[src/rtl/od_line_repeater.sv]
// od_line_repeater: per-line open-drain direction-latching repeater; define OD_REPEATER_TIMEOUT_EN for stuck-low timeout
module od_line_repeater #(
    parameter int NUM_LINES      = 2,
    parameter int FILTER_CYCLES  = 2,
    parameter int HOLDOFF_CYCLES = 15,
    parameter int TIMEOUT_CYCLES = 1048576
) (
    input  logic                 ICE_CLK,
    input  logic                 rst,
    input  logic                 enable,
    input  logic [NUM_LINES-1:0] a_di,
    input  logic [NUM_LINES-1:0] b_di,
    output logic [NUM_LINES-1:0] a_oe,
    output logic [NUM_LINES-1:0] b_oe,
    output logic [NUM_LINES-1:0] dir_a2b,
    output logic [NUM_LINES-1:0] dir_b2a,
    output logic [NUM_LINES-1:0] stuck,
    input  logic                 stuck_clr
);
    localparam int N2 = 2 * NUM_LINES;
    localparam int FW = (FILTER_CYCLES > 0) ? $clog2(FILTER_CYCLES + 1) : 1;
    localparam int HW = (HOLDOFF_CYCLES > 0) ? $clog2(HOLDOFF_CYCLES + 1) : 1;
`ifdef OD_REPEATER_TIMEOUT_EN
    localparam int TW = $clog2(TIMEOUT_CYCLES + 1);
`endif

    typedef enum logic [2:0] {
        IDLE,
        A_DRIVES,
        B_DRIVES,
`ifdef OD_REPEATER_TIMEOUT_EN
        HOLDOFF,
        STUCK
`else
        HOLDOFF
`endif
    } state_t;

    // channel i < NUM_LINES is side A line i, the rest are side B
    logic [N2-1:0] s1_q, s2_q, filt_q, filt_d;
    logic [FW-1:0] fcnt_q [N2];
    logic [FW-1:0] fcnt_d [N2];

    // two-flop synchronisers, reset to the released (high) level
    always_ff @(posedge ICE_CLK) begin
        if (rst) begin
            s1_q <= '1;
            s2_q <= '1;
        end else begin
            s1_q <= {b_di, a_di};
            s2_q <= s1_q;
        end
    end

    // accept a new level on the sample that follows FILTER_CYCLES disagreeing ones
    always_comb begin
        filt_d = filt_q;
        fcnt_d = fcnt_q;
        for (int i = 0; i < N2; i++) begin
            filt_d[i] = (s2_q[i] != filt_q[i] && fcnt_q[i] == FW'(FILTER_CYCLES)) ? s2_q[i] : filt_q[i];
            fcnt_d[i] = (s2_q[i] == filt_q[i] || filt_d[i] != filt_q[i]) ? '0 : fcnt_q[i] + 1'b1;
        end
    end

    // filter level and run-length registers
    always_ff @(posedge ICE_CLK) begin
        if (rst) begin
            filt_q <= '1;
            fcnt_q <= '{default: '0};
        end else begin
            filt_q <= filt_d;
            fcnt_q <= fcnt_d;
        end
    end

    for (genvar l = 0; l < NUM_LINES; l++) begin : g_line
        state_t        st_q, st_d;
        logic [HW-1:0] hcnt_q, hcnt_d;
        logic          a_oe_q, b_oe_q;
        logic          fa, fb;
        assign fa = filt_d[l];
        assign fb = filt_d[NUM_LINES + l];
`ifdef OD_REPEATER_TIMEOUT_EN
        logic [TW-1:0] tcnt_q, tcnt_d;
        logic          src_a_q, src_a_d, stuck_q, stuck_d;
`endif

        // latch direction on the first side to go low, release into holdoff
        always_comb begin
            st_d   = st_q;
            hcnt_d = hcnt_q;
`ifdef OD_REPEATER_TIMEOUT_EN
            tcnt_d  = tcnt_q;
            src_a_d = src_a_q;
`endif
            case (st_q)
                IDLE: begin
                    st_d = !fa ? A_DRIVES : !fb ? B_DRIVES : IDLE;
`ifdef OD_REPEATER_TIMEOUT_EN
                    tcnt_d  = '0;
                    src_a_d = !fa;
`endif
                end
                A_DRIVES, B_DRIVES: begin
                    if (st_q == A_DRIVES ? fa : fb) begin
                        st_d   = (HOLDOFF_CYCLES == 0) ? IDLE : HOLDOFF;
                        hcnt_d = HW'(HOLDOFF_CYCLES);
                    end
`ifdef OD_REPEATER_TIMEOUT_EN
                    else if (tcnt_q == TW'(TIMEOUT_CYCLES - 1))
                        st_d = STUCK;
                    else
                        tcnt_d = tcnt_q + 1'b1;
`endif
                end
                HOLDOFF: begin
                    st_d   = (hcnt_q == '0) ? IDLE : HOLDOFF;
                    hcnt_d = (hcnt_q == '0) ? '0 : hcnt_q - 1'b1;
                end
`ifdef OD_REPEATER_TIMEOUT_EN
                STUCK: begin
                    if (src_a_q ? fa : fb) begin
                        st_d   = (HOLDOFF_CYCLES == 0) ? IDLE : HOLDOFF;
                        hcnt_d = HW'(HOLDOFF_CYCLES);
                    end
                end
`endif
                default: st_d = IDLE;
            endcase
            if (!enable) begin
                st_d   = IDLE;
                hcnt_d = '0;
`ifdef OD_REPEATER_TIMEOUT_EN
                tcnt_d = '0;
`endif
            end
`ifdef OD_REPEATER_TIMEOUT_EN
            stuck_d = (stuck_clr ? 1'b0 : stuck_q) | (st_d == STUCK && st_q != STUCK);
`endif
        end

        // state, counters and pin enables registered from the next state
        always_ff @(posedge ICE_CLK) begin
            if (rst) begin
                st_q   <= IDLE;
                hcnt_q <= '0;
                a_oe_q <= 1'b0;
                b_oe_q <= 1'b0;
`ifdef OD_REPEATER_TIMEOUT_EN
                tcnt_q  <= '0;
                src_a_q <= 1'b0;
                stuck_q <= 1'b0;
`endif
            end else begin
                st_q   <= st_d;
                hcnt_q <= hcnt_d;
                a_oe_q <= st_d == B_DRIVES;
                b_oe_q <= st_d == A_DRIVES;
`ifdef OD_REPEATER_TIMEOUT_EN
                tcnt_q  <= tcnt_d;
                src_a_q <= src_a_d;
                stuck_q <= stuck_d;
`endif
            end
        end

        assign a_oe[l]    = a_oe_q;
        assign b_oe[l]    = b_oe_q;
        assign dir_a2b[l] = st_q == A_DRIVES;
        assign dir_b2a[l] = st_q == B_DRIVES;
`ifdef OD_REPEATER_TIMEOUT_EN
        assign stuck[l] = stuck_q;
`else
        assign stuck[l] = 1'b0;
`endif
    end

`ifndef OD_REPEATER_TIMEOUT_EN
    logic unused_stuck_clr;
    assign unused_stuck_clr = stuck_clr;
`endif
endmodule
[config.mk]
export PLATFORM = sky130hd
export DESIGN_NAME = od_line_repeater
export DESIGN_NICKNAME = d
export VERILOG_FILES = /design/src/rtl/od_line_repeater.sv
export SDC_FILE = /design/constraint.sdc
export NUM_CORES = 1
export LEC_CHECK = 0
export CORE_MARGIN = 10
export CORE_UTILIZATION = 50
export CTS_BUF_LIST = sky130_fd_sc_hd__clkbuf_8
export DETAILED_ROUTE_END_ITERATION = 10
export GPL_ROUTABILITY_DRIVEN = 0
export PLACE_DENSITY = 0.78
export SETUP_SLACK_MARGIN = 0.02
export SLEW_MARGIN = 20
export SYNTH_ARGS = -nofsm -noshare
export SYNTH_HDL_FRONTEND = slang
export SYNTH_SLANG_ARGS = --single-unit
export TNS_END_PERCENT = 30
[constraint.sdc]
create_clock -name ICE_CLK -period 3.1 [get_ports ICE_CLK]
set_clock_uncertainty 0.05 [all_clocks]
set_input_delay 0.93 -clock ICE_CLK [delete_from_list [all_inputs] [get_ports ICE_CLK]]
set_output_delay 0.93 -clock ICE_CLK [all_outputs]
set_load 0.1 [all_outputs]
Word level (Yosys, flattened, before mapping)
Index checks and enable logic that the tools add are counted.
{ "classes": {"n_addsub": 6, "eq_ne": 28, "muxes": 24, "bitwise_logic": 1, "reduce_logical": 23} }
{ "op_table": {"columns": ["cell", "count"], "rows": [
  ["equality test 3 x 2 -> 1 bit, second input constant", 6],
  ["case mux 3 bit (3 select lines)", 2],
  ["two-way mux 4 bit", 4],
  ["case mux 4 bit (2 select lines)", 2],
  ["OR reduction 2 bit", 7],
  ["equality test 3 x 1 -> 1 bit, second input constant", 4],
  ["two-way mux 2 bit", 6],
  ["two-way mux 3 bit", 4],
  ["adder 2 x 1 -> 2 bit, second input constant", 4],
  ["equality test 2 bit, second input constant", 4],
  ["logical NOT 4 bit", 2],
  ["inequality test 1 bit", 8],
  ["subtractor 4 x 1 -> 4 bit, second input constant", 2],
  ["logical NOT 3 bit", 2],
  ["two-way mux 1 bit", 6],
  ["equality test 1 bit", 4],
  ["logical AND 1 bit", 4],
  ["logical OR 1 bit", 4],
  ["inequality test 2 bit, second input constant", 2],
  ["AND reduction 2 bit", 2],
  ["nonzero test 2 bit", 2],
  ["inverter 1 bit", 1]
]} }
{ "word_totals": {"reg_bits": 38, "in_bits": 8, "out_inout_bits": 10} }

Logic depth before layout (Yosys ltp)
{ "depth": {"ltp_word": 8, "depth_mapped": 6, "depth_no_buf": 6} }

Least setup slack after synthesis
OpenSTA, ideal clock, no wires.
{ "synth_timing": {"path_kind": "register to output", "start": "reg g_line[1].st_q[0]", "end": "out dir_b2a[1]", "arrival_time_ps": 1797, "path_slack_ps": 323, "path_stages_with_launch": 3, "n_path_buf": 0, "path_cell_list": "dfxtp_1 nand2b_1 nor2_1"} }
{ "synth_between": {"elab_chain_cells": 1} }
{ "synth_lines": {"columns": ["element", "line_no", "source"], "rows": [
  ["start: declaration", "77", "state_t st_q, st_d;"],
  ["start signal: assignment", "155", "st_q <= st_d;"],
  ["equality test 3 x 2 -> 1 bit", "170", "assign dir_b2a[l] = st_q == B_DRIVES;"],
  ["end: declaration", "16", "output logic [NUM_LINES-1:0] dir_b2a,"]
]} }
No other way between the ends.

Worst setup path after layout
{ "layout_timing": {"start": "reg g_line[1].st_q[1]", "end": "out dir_b2a[1]"} }
The elaborated chain is that of the path after synthesis.

==> run_results.csv <==
group,metric,value,unit
status,status,"completed",
clock_tree,clock_latency,0.28,ns
clock_tree,clock_path_buffers,2,
synth,synth-edff-count,0,
cells_and_area,drive_above_1_share,23.49,%
worst_setup_path,path_cells,"nand2b_1, nor2_1, buf_4",
power,power.density,501.7,nW/µm²
power,swShare,20.71,%
cells_and_area,syn_to_final_growth,12.84,%
synth,syn_area_per_cell,10.00,µm²
clock_tree,holdBufCountCts,0,
clock_tree,cts_tree,"done",
worst_setup_path,required,2.12,ns
worst_setup_path,startpoint_type,"register",
cells_and_area,layout.nets,179,
worst_setup_path,path_max_fanout,8,
worst_setup_path,path_class,"reg -> out",
synth,syn_area,1520,µm²
worst_setup_path,r2r-end,"g_line[1].hcnt_q[3]$_SDFFE_PP0P_",
routing,wl_per_cell,12.89,µm
power,p_int,0.6824,mW
floorplanning,num_rows,19,
worst_setup_path,worstReg2RegStart,"fcnt_q[4]$_SDFF_PP0_",
cells_and_area,layout.cells.non_filler,197,
floorplanning,dieArea,5646,µm²
timing,final.period_utilization,76.70,%
power,power.leakage,0.6623,nW
timing,fin_tns_setup,0,ns
clock_tree,cts_root_buf,"clkbuf_8",
worst_hold_path,min-delay-start,"s1_q[3]$_SDFF_PP1_",
worst_setup_path,slowest_delay,0.52,ns
placed_design,dpl.hpwl,1894,µm
synth,synth_flop_cell,"dfxtp_1",
placed_design,placedCellCount,191,
grt,overflow,0,
grt,grtUsageTotal,10.25,%
synth,yosysSeqAreaShare,50.04,%
synth,yosysWarningCount,0,
synth,ys_async_sr_fraction,0,%
synth,synthCells,152,
routing,drtIter0Drc,131,
power,ir_drop,0.0003826,V
timing,hold_viol,0,
clock_tree,htreeDepth,2,
clock_tree,cts_made_buffers,5,
worst_hold_path,whs_endpoint,"s2_q[3]$_SDFF_PP1_",
grt,antenna_found_initial,0,
worst_setup_path,path_delay_family,"flip-flops",
worst_hold_path,hp-class,"reg -> reg",
routing,detail_route.first_pass.iterations,4,
timing,fmax,0.4206,GHz
worst_setup_path,cpMaxStageDelayCell,"dfxtp_1",
clock_tree,clock_sinks,38,
routing,drc,0,
placed_design,numPortBuffers,14,
worst_setup_path,crit_buf_inv,1,
routing,drt_wl_total,2539,µm
floorplanning,initial_core_util,53.74,%
cells_and_area,antenna_cells,0,
cells_and_area,utilization,60.64,%
synth,synth_seq_cells,38,
grt,grt_pass1_vias,1033,
synth,yosysUniqueCellTypes,35,
routing,viasPerCell,5.477,
run,cap_violations,0,
floorplanning,core,2829,µm²
floorplanning,pin_count,18,
timing,setup_viol_count_final,0,
worst_setup_path,path_depth,3,
worst_setup_path,endpoint_kind,"output port",
worst_hold_path,hold-path-cell-count,1,
power,power_frac_seq,58.2,%
power,combPwrFrac,4.1,%
power,power_switching,0.1782,mW
floorplanning,fp.dieW,75.14,µm
timing,drv_slew,0,
clock_tree,clk_pin_slew_worst_paths,0.07,ns
timing,holdWs,0.3584,ns
grt,grt_max_degree,17,
routing,antenna_left,0,
routing,vias,1079,
worst_setup_path,reg2reg_depth,5,
timing,rsz0062_at_grt,"false",
worst_setup_path,r2r_slack,1.47,ns
power,clkPwrFrac,37.6,%
grt,grt_pass1_wl,4381,µm
timing,fin_crit,2.378,ns
clock_tree,cts_setup_buffers,0,
worst_setup_path,critPathArrivalTime,1.40,ns
floorplanning,chipHeight,75.14,µm
clock_tree,cts_resized,0,
## cell families after synthesis
logic type	synth area share [%]
multiplexers	5.020
flip-flops	50.04
other	0.2467
AND/OR/NAND/NOR	22.72
AO/OA/AOI/OAI	9.630
adder cells (fa/ha/maj)	3.292
XOR/XNOR	2.304
buffers and inverters	6.749
## state kept, by name, summed over array words and instances (netlist names)
register       count
g_line.hcnt_q      8
s2_q               4
g_line.a_oe_q      2
g_line.b_oe_q      2
fcnt_q             8
filt_q             4
s1_q               4
g_line.st_q        6
## final cells by class
type	instances	area, µm²
fillers	255	1114
flip-flops and latches	38	760.7
clock buffers	6	82.58
repair buffers	15	127.6
multi-input cells	97	668.1
well taps	31	38.79
inverters	10	37.54
## layout by cell type (no fill, tap or decap), types with 2 or more instances in the layout
master           Yosys  routed
a21oi_1              7       7
a221oi_1             3       3
a22oi_1              2       2
a31oi_1              2       2
buf_4                7       9
clkbuf_8             0       6
clkdlybuf4s50_1      0       6
conb_1               1       4
dfxtp_1             38      38
ha_1                 4       4
inv_1               10      10
mux2_2               5       5
mux2i_1              2       2
nand2b_1             3       3
nor2_1              16      16
nor3_1               6       6
nor3_2               2       2
nor3b_2              2       2
nor4_1               2       2
o21ai_0              3       3
or2_2               13      13
or3_1                5       5
xnor2_1              4       4
## layer usage
metal | vias to the layer above | wire length (µm) | track usage (%)
met2 | 22 | 1240 | 16.57
li1 | 538 | - | -
met5 | - | 0 | 0
met3 | 6 | 150 | 4.336
met4 | 0 | 69 | 7.629
met1 | 513 | 1079 | 10.45
## synth_stat cells, types with 2 or more instances
cell type	n	share of area, %
nor4_1	2	0.82
xnor2_1	4	2.3
clkbuf_1	2	0.49
inv_1	10	2.5
nor2_1	16	4.0
a221oi_1	3	1.7
mux2_2	5	3.7
buf_4	7	3.5
a31oi_1	2	0.82
nor3_2	2	1.3
nor3b_2	2	1.6
ha_1	4	3.3
or2_2	13	5.3
mux2i_1	2	1.3
nor3_1	6	2.0
nand2b_1	3	1.2
o21ai_0	3	0.99
or3_1	5	2.1
a21oi_1	7	2.3
dfxtp_1	38	50
a22oi_1	2	0.99
## power groups by stage
stage	clock network (mW)	registers (mW)	logic [mW]
floorplan	0	0.511	0.0264
global placement	0	0.512	0.0347
detailed placement	0	0.512	0.0357
CTS	0.338	0.501	0.0359
global route	0.354	0.502	0.0385
finish	0.324	0.501	0.0356
## through the flow
step                area, µm²  power [mW]  worst slack, ns
floorplan                1531      0.5373           0.3233
finish                   1715      0.8606           0.7224
CTS                      1715      0.8755           0.7284
global placement         1633      0.5464           0.5771
global route             1715      0.8944           0.6496
detailed placement       1633      0.5480           0.5498
## worst register-to-register path: cells and delay by family (launching register included)
family / cells / cell delay [ns]
flops: 1 / 0.32
fa+ha+maj: 1 / 0.16
compound gates: 2 / 0.53
buf+inv: 1 / 0.05
mux: 1 / 0.38
## how the worst max path moves through the flow
| stage | from | endpoint | slack, ns |
|---|---|---|---|
| global placement | rst | g_line[0].a_oe_q$_SDFF_PP0_ | 0.58 |
| CTS | g_line[0].st_q[1]$_SDFF_PP0_ | dir_b2a[0] | 0.73 |
| finish | g_line[1].st_q[1]$_SDFF_PP0_ | dir_b2a[1] | 0.72 |
| global route | g_line[1].st_q[1]$_SDFF_PP0_ | dir_b2a[1] | 0.65 |
| detailed placement | rst | g_line[0].a_oe_q$_SDFF_PP0_ | 0.55 |
| floorplan | g_line[1].st_q[0]$_SDFF_PP0_ | dir_b2a[1] | 0.32 |
Power figures use the tool's default switching activity.
